--- src/rtl/mem_split_unit.sv ---
// mem_split_unit: memory stage that splits line-crossing loads and stores
// into two tagged cache requests and merges load pieces into one result.
// Ports: i_* uop from address generation, o_stall/o_v/o_data to pipeline,
// o_req_*/i_req_rdy cache request channel, i_rsp_* cache responses.
module mem_split_unit #(
  parameter int DATA_W     = 32,
  parameter int ADDR_W     = 15,
  parameter int LINE_BYTES = 16,
  parameter int TAG_W      = 3,
  parameter int SZ_W       = $clog2(DATA_W/8)
) (
  input  logic              clk,
  input  logic              rst,
  input  logic              i_v,
  input  logic              i_rd,
  input  logic              i_wr,
  input  logic [ADDR_W-1:0] i_addr,
  input  logic [SZ_W-1:0]   i_size,
  input  logic [DATA_W-1:0] i_wdata,
  input  logic              i_kill,
  output logic              o_stall,
  output logic              o_v,
  output logic [DATA_W-1:0] o_data,
  output logic              o_req_v,
  input  logic              i_req_rdy,
  output logic              o_req_wr,
  output logic [ADDR_W-1:0] o_req_addr,
  output logic [SZ_W-1:0]   o_req_size,
  output logic [DATA_W-1:0] o_req_wdata,
  output logic [TAG_W-1:0]  o_req_tag,
  input  logic              i_rsp_v,
  input  logic [TAG_W-1:0]  i_rsp_tag,
  input  logic [DATA_W-1:0] i_rsp_data
);

  localparam int OFF_W = $clog2(LINE_BYTES);
  localparam int SH_W  = OFF_W + 4;
  localparam logic [OFF_W:0] LB = (OFF_W+1)'(LINE_BYTES);
  localparam logic [SZ_W-1:0] SZ_MAX = SZ_W'(DATA_W/8 - 1);
  localparam logic [DATA_W-1:0] ONES = {DATA_W{1'b1}};

  typedef enum logic [2:0] {
    IDLE, WAIT1, REQ2, WAIT2, DONE
  } state_t;

  state_t state;

  logic [TAG_W-1:0]  tag_q;
  logic [TAG_W-1:0]  pend_q;
  logic [DATA_W-1:0] hold_q;
  logic [DATA_W-1:0] data_q;
  logic              v_q;

  logic              mem;
  logic [OFF_W-1:0]  off;
  logic [OFF_W:0]    sum;
  logic [OFF_W:0]    n1;
  logic              spill;
  logic [SH_W-1:0]   sh;
  logic [SZ_W-1:0]   sz_gap;
  logic [DATA_W-1:0] sz_mask;
  logic [DATA_W-1:0] n1_mask;
  logic [SZ_W-1:0]   p1_size;
  logic [SZ_W-1:0]   p2_size;
  logic [ADDR_W-1:0] p2_addr;
  logic [DATA_W-1:0] p2_wdata;
  logic              in_p2;
  logic              acc;
  logic              rsp_hit;

  assign mem   = i_v & (i_rd | i_wr);
  assign off   = i_addr[OFF_W-1:0];
  assign sum   = {1'b0, off} + (OFF_W+1)'(i_size);
  assign spill = sum >= LB;
  assign n1    = LB - {1'b0, off};
  assign sh    = {n1, 3'b000};

  // keep the low i_size+1 bytes / the low n1 bytes
  assign sz_gap  = SZ_MAX - i_size;
  assign sz_mask = ONES >> {sz_gap, 3'b000};
  assign n1_mask = ~(ONES << sh);

  assign p1_size  = spill ? SZ_W'(n1 - 1'b1) : i_size;
  assign p2_size  = i_size - SZ_W'(n1);
  assign p2_addr  = i_addr + ADDR_W'(n1);
  assign p2_wdata = i_wdata >> sh;

  assign in_p2 = (state == REQ2);

  assign o_req_v = ~rst & ~i_kill & mem &
                   ((state == IDLE) | in_p2);
  assign o_req_wr    = i_wr;
  assign o_req_addr  = in_p2 ? p2_addr : i_addr;
  assign o_req_size  = in_p2 ? p2_size : p1_size;
  assign o_req_wdata = in_p2 ? p2_wdata : i_wdata;
  assign o_req_tag   = tag_q;

  assign acc     = o_req_v & i_req_rdy;
  assign rsp_hit = i_rsp_v & (i_rsp_tag == pend_q);

  assign o_stall = ~rst & mem & (state != DONE) & ~i_kill;
  assign o_v     = v_q & ~i_kill & ~rst;
  assign o_data  = data_q;

  always_ff @(posedge clk) begin
    if (rst) begin
      state  <= IDLE;
      tag_q  <= '0;
      pend_q <= '0;
      hold_q <= '0;
      data_q <= '0;
      v_q    <= 1'b0;
    end else begin
      v_q <= 1'b0;
      if (acc) begin
        tag_q  <= tag_q + 1'b1;
        pend_q <= tag_q;
      end
      if (i_kill) begin
        state <= IDLE;
      end else begin
        unique case (state)
          IDLE: if (acc) state <= WAIT1;
          WAIT1: begin
            if (rsp_hit) begin
              if (spill) begin
                hold_q <= i_rsp_data & n1_mask;
                state  <= REQ2;
              end else begin
                data_q <= i_wr ? '0 : (i_rsp_data & sz_mask);
                v_q    <= 1'b1;
                state  <= DONE;
              end
            end
          end
          REQ2: if (acc) state <= WAIT2;
          WAIT2: begin
            if (rsp_hit) begin
              data_q <= i_wr ? '0 :
                ((hold_q | (i_rsp_data << sh)) & sz_mask);
              v_q    <= 1'b1;
              state  <= DONE;
            end
          end
          DONE: state <= IDLE;
          default: state <= IDLE;
        endcase
      end
    end
  end

endmodule

--- config.mk ---
export PLATFORM = sky130hd
export DESIGN_NAME = mem_split_unit
export DESIGN_NICKNAME = d
export VERILOG_FILES = /design/src/rtl/mem_split_unit.sv
export SDC_FILE = /design/constraint.sdc
export NUM_CORES = 1
export LEC_CHECK = 0
export ABC_CLOCK_PERIOD_IN_PS = 16750
export BUFFER_PORTS_ARGS = -buffer_cell sky130_fd_sc_hd__buf_2
export CORE_MARGIN = 8
export CORE_UTILIZATION = 54
export CTS_CLUSTER_DIAMETER = 50
export DETAILED_ROUTE_END_ITERATION = 16
export GPL_ROUTABILITY_DRIVEN = 0
export PLACE_DENSITY_LB_ADDON = 0.05
export SLEW_MARGIN = 20
export SYNTH_ARGS = -nofsm -noshare
export SYNTH_HDL_FRONTEND = slang
export SYNTH_SLANG_ARGS = --single-unit
--- constraint.sdc ---
create_clock -name clk -period 16.75 [get_ports clk]
set_clock_uncertainty 0.05 [all_clocks]
set_input_delay 4.1875 -clock clk [delete_from_list [all_inputs] [get_ports clk]]
set_output_delay 4.1875 -clock clk [all_outputs]
set_load 0.05 [all_outputs]
# Yosys cells after proc, flatten, opt, wreduce, memory -nomap -nowiden
# Index checks and enable logic that the tools add are counted.
# word_totals
wordCells	74
inputBits	92
ff_bits	74
# classes
n_shift	4
mux	20
add_sub_neg	7
reduce_logical	6
n_eq_ne	10
n_bitwise	20
magnitude_cmp	1
# op_table
operator	n
2-to-1 mux 32 bit	6
bitwise AND 32 bit	3
one-hot mux 32 bit (2 select lines)	1
NOT 32 bit	1
OR 32 bit	1
left shift 32 x 8 -> 32 bit	1
left shift 32 x 8 -> 32 bit, first input constant	1
>> shifter 32 x 5 -> 32 bit, first input constant	1
>> shifter 32 x 8 -> 32 bit	1
adder 15 x 5 -> 15 bit	1
2-to-1 mux 15 bit	1
2-to-1 mux 3 bit	5
one-hot mux 3 bit (4 select lines)	1
bitwise AND 1 bit	11
!= test 2 bit, second input constant	4
AND reduction 4 bit	2
== test 3 x 2 -> 1 bit, second input constant	2
adder 4 x 2 -> 5 bit	1
greater-or-equal comparator 5 bit, second input constant	1
AND reduction 5 bit	1
subtractor 5 x 4 -> 5 bit, first input constant	1
2-to-1 mux 2 bit	2
adder 3 x 1 -> 3 bit, second input constant	1
== test 3 x 1 -> 1 bit, second input constant	1
13 further kinds	17

# Longest topological paths before layout
# Gate-level depths: netlist of the first run.
# depth
word_depth	7
ltp_mapped	14
ltp_nobuf	9

# Worst setup path after synthesis of the first run
# No wires, ideal clock.
# synth_path
kind	input-to-output
startpoint	input port i_addr[0]
endpoint	output port o_req_wdata[16]
setup_slack_ps	4746
n_path_buf	7
cell_stages	13
t_arrival_ps	7767
required_time_ps	12512
cell_sequence	buf_2 > buf_4 > buf_4 > buf_2 > inv_1 > ha_1 > ha_1 > clkbuf_1 > and3_4 > buf_6 > buf_6 > nand2_1 > o31ai_1
# synth_via
elab_chain_cells	3
# synth_lines
element	line_no	rtl
start, declared	17	input logic [ADDR_W-1:0] i_addr,
subtractor 5 x 4 -> 5 bit	75	assign n1 = LB - {1'b0, off};
>> shifter 32 x 8 -> 32 bit	86	assign p2_wdata = i_wdata >> sh;
2-to-1 mux 32 bit	95	assign o_req_wdata = in_p2 ? p2_wdata : i_wdata;
end, declared	29	output logic [DATA_W-1:0] o_req_wdata,
# No other way between the ends.

# Worst setup path after layout of the first run
# layout_path
startpoint	input port i_addr[0]
endpoint	output port o_req_wdata[4]
# Same word-level chain as after synthesis.

==> results of run 1 <==
## cell families after synthesis
kind of cell / count (synthesis) / share of synthesized area, %
AO/OA/AOI/OAI: 184 / 26.5
XOR/XNOR: 22 / 3.88
adder cells (fa/ha/maj): 9 / 2.27
buffers and inverters: 76 / 6.86
flip-flops: 74 / 29.9
multiplexers: 37 / 8.85
AND/OR/NAND/NOR: 210 / 21.8
## synth_stat cells (4+ instances only)
cell and n:
dfxtp_1 74, nand2_1 71, a21oi_1 54, nand3_1 34, nor2_1 30, o2bb2ai_1 28
mux2i_1 27, clkbuf_1 26, inv_1 25, a22oi_1 16, a31oi_1 16, o31ai_1 15
buf_2 14, or2_2 13, a32o_1 12, xnor2_1 11, xor2_1 11, and2_1 10
ha_1 9, nor4_1 9, a222oi_1 8, a221oi_1 7, mux2_2 5, mux4_2 5
nand4_1 5, o21ai_0 5, o21ai_1 5, o21bai_1 5, and3_1 4, buf_4 4
nand2b_1 4
## cell usage in the layout (no fill, tap or decap), types with 6 or more instances in the layout
cell type    n
nor2_1      29
nor4_1       9
a222oi_1     8
a221oi_1     7
or2_2       13
inv_1       25
o31ai_1     15
nand2_1     71
a32o_1      12
buf_2      179
a22oi_1     16
a21oi_1     54
nand3_1     34
xor2_1      11
o2bb2ai_1   28
dfxtp_1     74
clkbuf_8     9
ha_1         9
mux2i_1     27
xnor2_1     11
a31oi_1     16
and2_1      10
buf_4        6
## worst reg2reg max path, stage by stage (launching register included)
cell	delay [ns]
dfxtp_1	0.51
nand2b_1	0.21
nor2_2	0.11
buf_4	0.40
nand2_1	0.58
a222oi_1	0.60
o2bb2ai_1	0.13
## layer usage
layer	part of all wire [%]	wire length (um)	global-route usage [%]	vias to the layer above
li1	-	-	-	2547
met1	42	6860	31.8	2486
met2	48	7880	43.3	254
met3	7.6	1240	5.41	33
met4	2.0	318	8.57	0
met5	0	0	0	-
## final cells by class
type,instances,area [um^2],area share (%)
clock inverters,7,60.1,1.00
repair buffers,185,941,15.7
clock buffers,9,124,2.07
multi-input cells,462,3140,52.5
well taps,111,139,2.32
flip-flops and latches,74,1480,24.7
inverters,26,97.6,1.63
## report_power, final
group / internal [mW] / leakage [nW] / switching, mW
logic: 0.0342 / 1.86 / 0.0722
registers: 0.176 / 0.596 / 0.000178
clock network: 0.0563 / 0.0848 / 0.0756
## worst max-delay path by stage
stage | endpoint | startpoint | depth (start not counted) | slack [ns]
2_1_floorplan | o_req_wdata[16] | i_addr[0] | 13 | 4.75
3_3_place_gp | o_req_wdata[4] | i_addr[0] | 10 | 5.06
3_5_place_dp | o_req_wdata[4] | i_addr[0] | 10 | 4.94
4_1_cts | o_req_wdata[4] | i_addr[0] | 10 | 4.93
5_1_grt | o_req_wdata[4] | i_addr[0] | 10 | 4.55
6_report | o_req_wdata[4] | i_addr[0] | 10 | 4.86
## registers in the layout (all words and copies together) (netlist names)
name and cells:
hold_q 32, o_data 32, o_req_tag 3, pend_q 3, state 3, v_q 1
## metrics by stage
step	power, mW	hold slack (ns)	area [um^2]
final	0.414	0.402	5990
after CTS	0.415	0.404	5990
after floorplan	0.252	0.378	4960
after global routing	0.430	0.427	5990
after detailed placement	0.285	0.393	5800
after global placement	0.284	0.385	5800
==> impl_metrics.yaml, run 1 <==
setup_path:
  worstSetupEndpointType: "primary output"
  crit_buf_inv: 5
  cp.arrival_ns: 7.66
  path_max_fanout: 46
  reg2reg_depth: 6
  worstReg2RegStart: "state[0]"
  timing.rr.end: "o_data[8]"
  crit_family: "simple AND/OR/NAND/NOR gates"
  crit_path_cell_trace: "buf_2, buf_4, inv_1, ha_1, ha_1, nand3_1, nor3_2, a221oi_1, inv_1, buf_2"
  rrSetupSlack_ns: 14.01
  slowest_delay_ns: 0.68
  critPathRequiredTime_ns: 12.51
  cpMaxStageDelayCell: "nand3_1"
  path_class: "primary input to primary output"
  critPathLaunchType: "primary input"
die:
  rows: 35
  die_w_um: 112
  io_pins: 180
  chipHeight_um: 112
  die_area_um2: 12500
  initial_core_util_pct: 54.7
  core_um2: 9060
synth:
  ys_async_sr_fraction_pct: 0
  ys_ff_latch: 74
  synth_cells: 612
  ys_warn_count: 0
  ys.flop_type: "dfxtp_1"
  syn-num-nets: 713
  ys_seq_area_share_pct: 29.9
  synth.area.top_cells: "dfxtp_1, a21oi_1, mux2i_1, nand2_1, o2bb2ai_1"
  syn_area_um2: 4960
  synth_area_leader_cell: "dfxtp_1"
  synth.distinct_cells: 64
  synth-edff-count: 0
  synth_top_area_share_pct: 29.9
  syn_avg_cell_area_um2: 8.11
min_path:
  hold_start: "hold_q[29]"
  min_to: "hold_q[29]"
  hold_path_depth: 2
  worstHoldPathType: "register to register"
place:
  place.port_buffers: 179
  dp_slack_ns: 4.94
  placed_cells: 858
  place_hpwl_um: 12200
pwr:
  vdd_ir_drop_max_mv: 0.0494
  power.density_nw_per_um2: 69.2
  p_leak_nw: 2.54
cts:
  clock_latency_ns: 0.35
  cts_sinks: 74
  cts_tree: "done"
  postCtsSetupBuffers: 0
  cts_buffer_depth: 2
  path_clk_slew_ns: 0.08
  cts_inserted_buffers: 9
  clockRootBuffer: "clkbuf_8"
  cts_repair_resize_count: 0
  holdBufCountCts: 0
  cts_max_level: 3
timing:
  worst_slack_ns: 4.86
  slew_violations: 0
  finalHoldViolations: 0
  rsz0062_at_grt: "false"
  timing.final.crit_share_pct: 71.0
  tightest_slew_ns: 1.06
  slew_headroom_pct: 29.1
  period_needed_ns: 11.89
  setup_viol_count_final: 0
  tns_ns: 0
  fmax_mhz: 84.1
finish:
  nets: 859
  fillers: 806
  drive_gt1_share_pct: 31.5
  post-route-util_pct: 66.0
  syn_to_final_growth_pct: 20.7
  n_antenna_cell: 0
  stdcell_count: 874
run:
  maxCapViolations: 0
detailed_routing:
  drcViolationCount: 0
  dr.pass1.iters: 7
  wire_per_inst_um: 18.6
  viasPerCell: 6.09
  wl_um: 16300
  vias: 5320
  ant_nets: 0
  drt_iter0_drc: 336
grt:
  grt_max_degree: 48
  track_usage_pct: 25.7
  grt_pass1_wl_um: 26900
  antenna_found_initial: 0
  grt_pass1_vias: 5242
  grt_overflow: 0
outcome:
  status: "completed"
Note: power is estimated with default switching activity, not from simulation.
==> run 2, diff against run 1 <==
- ABC_CLOCK_PERIOD_IN_PS: 16750 -> 9600
- CORE_UTILIZATION: 54 -> 46
- clock period: 16.75 -> 9.6 ns (I/O delays scaled with it)
==> run 2 against run 1 <==
Sequential share of layout area is 0.34 points lower. First-iteration DRC count increased by 16%. Cell area grew 1.4%. Global-route usage down 3.6 points. Via count down 1.7%. Total power up 85%. Worst hold slack better by 0.0033 ns. Largest power group unchanged. Highest routed layer unchanged.
==> impl_metrics.yaml, run 2 (synthesis gave the netlist of run 1 again) <==
outcome:
  status: "completed"
cts:
  cts_inserted_buffers: 9
  cts_repair_resize_count: 0
  cts_max_level: 3
  cts_tree: "done"
  holdBufCountCts: 0
  cts_buffer_depth: 2
  clock_latency_ns: 0.36
  clockRootBuffer: "clkbuf_8"
  postCtsSetupBuffers: 0
  path_clk_slew_ns: 0.08
  cts_sinks: 74
detailed_routing:
  highest_layer: "met4"
  ant_nets: 0
  drcViolationCount: 0
  viasPerCell: 5.79
  vias: 5229
  wl_met1_um: 7090
  wl_met3_um: 1120
  dr.pass1.iters: 6
  wire_per_inst_um: 18.4
  wl_um: 16600
  drt_iter0_drc: 389
  met2_length_um: 8040
pwr:
  power.density_nw_per_um2: 127
  p_leak_nw: 2.57
  vdd_ir_drop_max_mv: 0.0914
  p_sw_mw: 0.254
  p_clk_share_pct: 35.8
  internal_power_mw: 0.514
  p_sw_share_pct: 33.0
  p_comb_share_pct: 24.2
  p_seq_share_pct: 40.0
place:
  place.port_buffers: 179
  place_hpwl_um: 12400
die:
  die_w_um: 120
  die_area_um2: 14400
  chipHeight_um: 120
  initial_core_util_pct: 46.4
  io_pins: 180
  rows: 38
  core_um2: 10700
timing:
  tightest_slew_ns: 0.952
  fmax_mhz: 127
  tns_ns: 0
  holdWs_ns: 0.405
  timing.final.crit_share_pct: 82.2
  setup_viol_count_final: 0
  period_needed_ns: 7.89
  rsz0062_at_grt: "false"
  slew_violations: 0
  slew_headroom_pct: 36.4
  finalHoldViolations: 0
grt:
  grt_max_degree: 48
  track_usage_pct: 22.1
  grt_pass1_vias: 5058
  grt_overflow: 0
  grt_pass1_wl_um: 26100
  antenna_found_initial: 0
min_path:
  hold_start: "hold_q[20]"
  hold_path_depth: 2
  worstHoldPathType: "register to register"
  min_to: "hold_q[20]"
setup_path:
  critPathLaunchType: "primary input"
  worstReg2RegStart: "state[0]"
  path_class: "primary input to primary output"
  reg2reg_depth: 5
  timing.rr.end: "hold_q[13]"
  path_max_fanout: 45
  critPathRequiredTime_ns: 7.15
  rrSetupSlack_ns: 6.91
  cp.arrival_ns: 5.44
  worstSetupEndpointType: "primary output"
finish:
  nets: 859
  final_common_cell: "buf_2"
  drive_gt1_share_pct: 31.5
  final_cell_mix: "buf_2, dfxtp_1, nand2_1"
  syn_to_final_growth_pct: 22.3
  n_antenna_cell: 0
run:
  maxCapViolations: 0
-- run 2: cell count changes in the layout (fill, tap and decap cells not counted) --
cell	change
a21oi_2	-1
a21oi_4	+1
bufinv_16	+2
clkinv_2	+1
clkinv_4	+1
clkinvlp_4	-2
inv_6	-1
inv_8	-1
-- run 2: area by class of cell --
type,count,area [um^2]
Clock buffer,9,124
Clock inverter,7,98.8
Fill cell,1037,4630
Inverter,26,97.6
Multi-Input combinational cell,462,3150
Sequential cell,74,1480
Tap cell,140,175
Timing Repair Buffer,185,941
-- run 2: worst max path at each step --
stage,startpoint,end,slack [ns]
final,i_addr[0],o_req_wdata[2],1.71
after global routing,i_addr[0],o_req_wdata[2],1.46
after CTS,i_addr[0],o_req_wdata[0],1.75
after detailed placement,i_addr[0],o_req_wdata[0],1.75
after global placement,i_addr[0],o_req_wdata[0],1.91
after floorplan,i_addr[0],o_req_wdata[16],1.17
-- run 2: critical path, stage by stage --
cell and delay (ns):
buf_2 0.09, buf_4 0.52, nor3_2 0.11, ha_1 0.44, nand3_1 0.67, nor3_2 0.67
a221oi_1 0.16, inv_1 0.09, buf_2 0.26
-- run 2: power groups by stage --
stage,Sequential [mW],Combinational (mW),Clock [mW]
6_report,0.307,0.186,0.275
5_1_grt,0.307,0.198,0.294
3_3_place_gp,0.314,0.183,0
4_1_cts,0.307,0.185,0.281
2_1_floorplan,0.315,0.125,0
3_5_place_dp,0.314,0.185,0
-- run 2: metrics by stage --
stage	worst slack [ns]	power [mW]	util, %	std cells	area [um^2]
after floorplan	1.17	0.440	-	612	4960
after global placement	1.91	0.497	54.6	887	5850
after detailed placement	1.75	0.499	54.6	887	5850
after CTS	1.75	0.773	56.7	903	6070
after global routing	1.46	0.799	56.7	903	6070
final	1.71	0.768	56.7	903	6070
-- run 2: metal layers --
layer | up-vias | track usage, %
met5 | - | 0
met4 | 0 | 7.88
met3 | 26 | 4.46
met2 | 201 | 37.0
met1 | 2453 | 27.5
li1 | 2549 | -
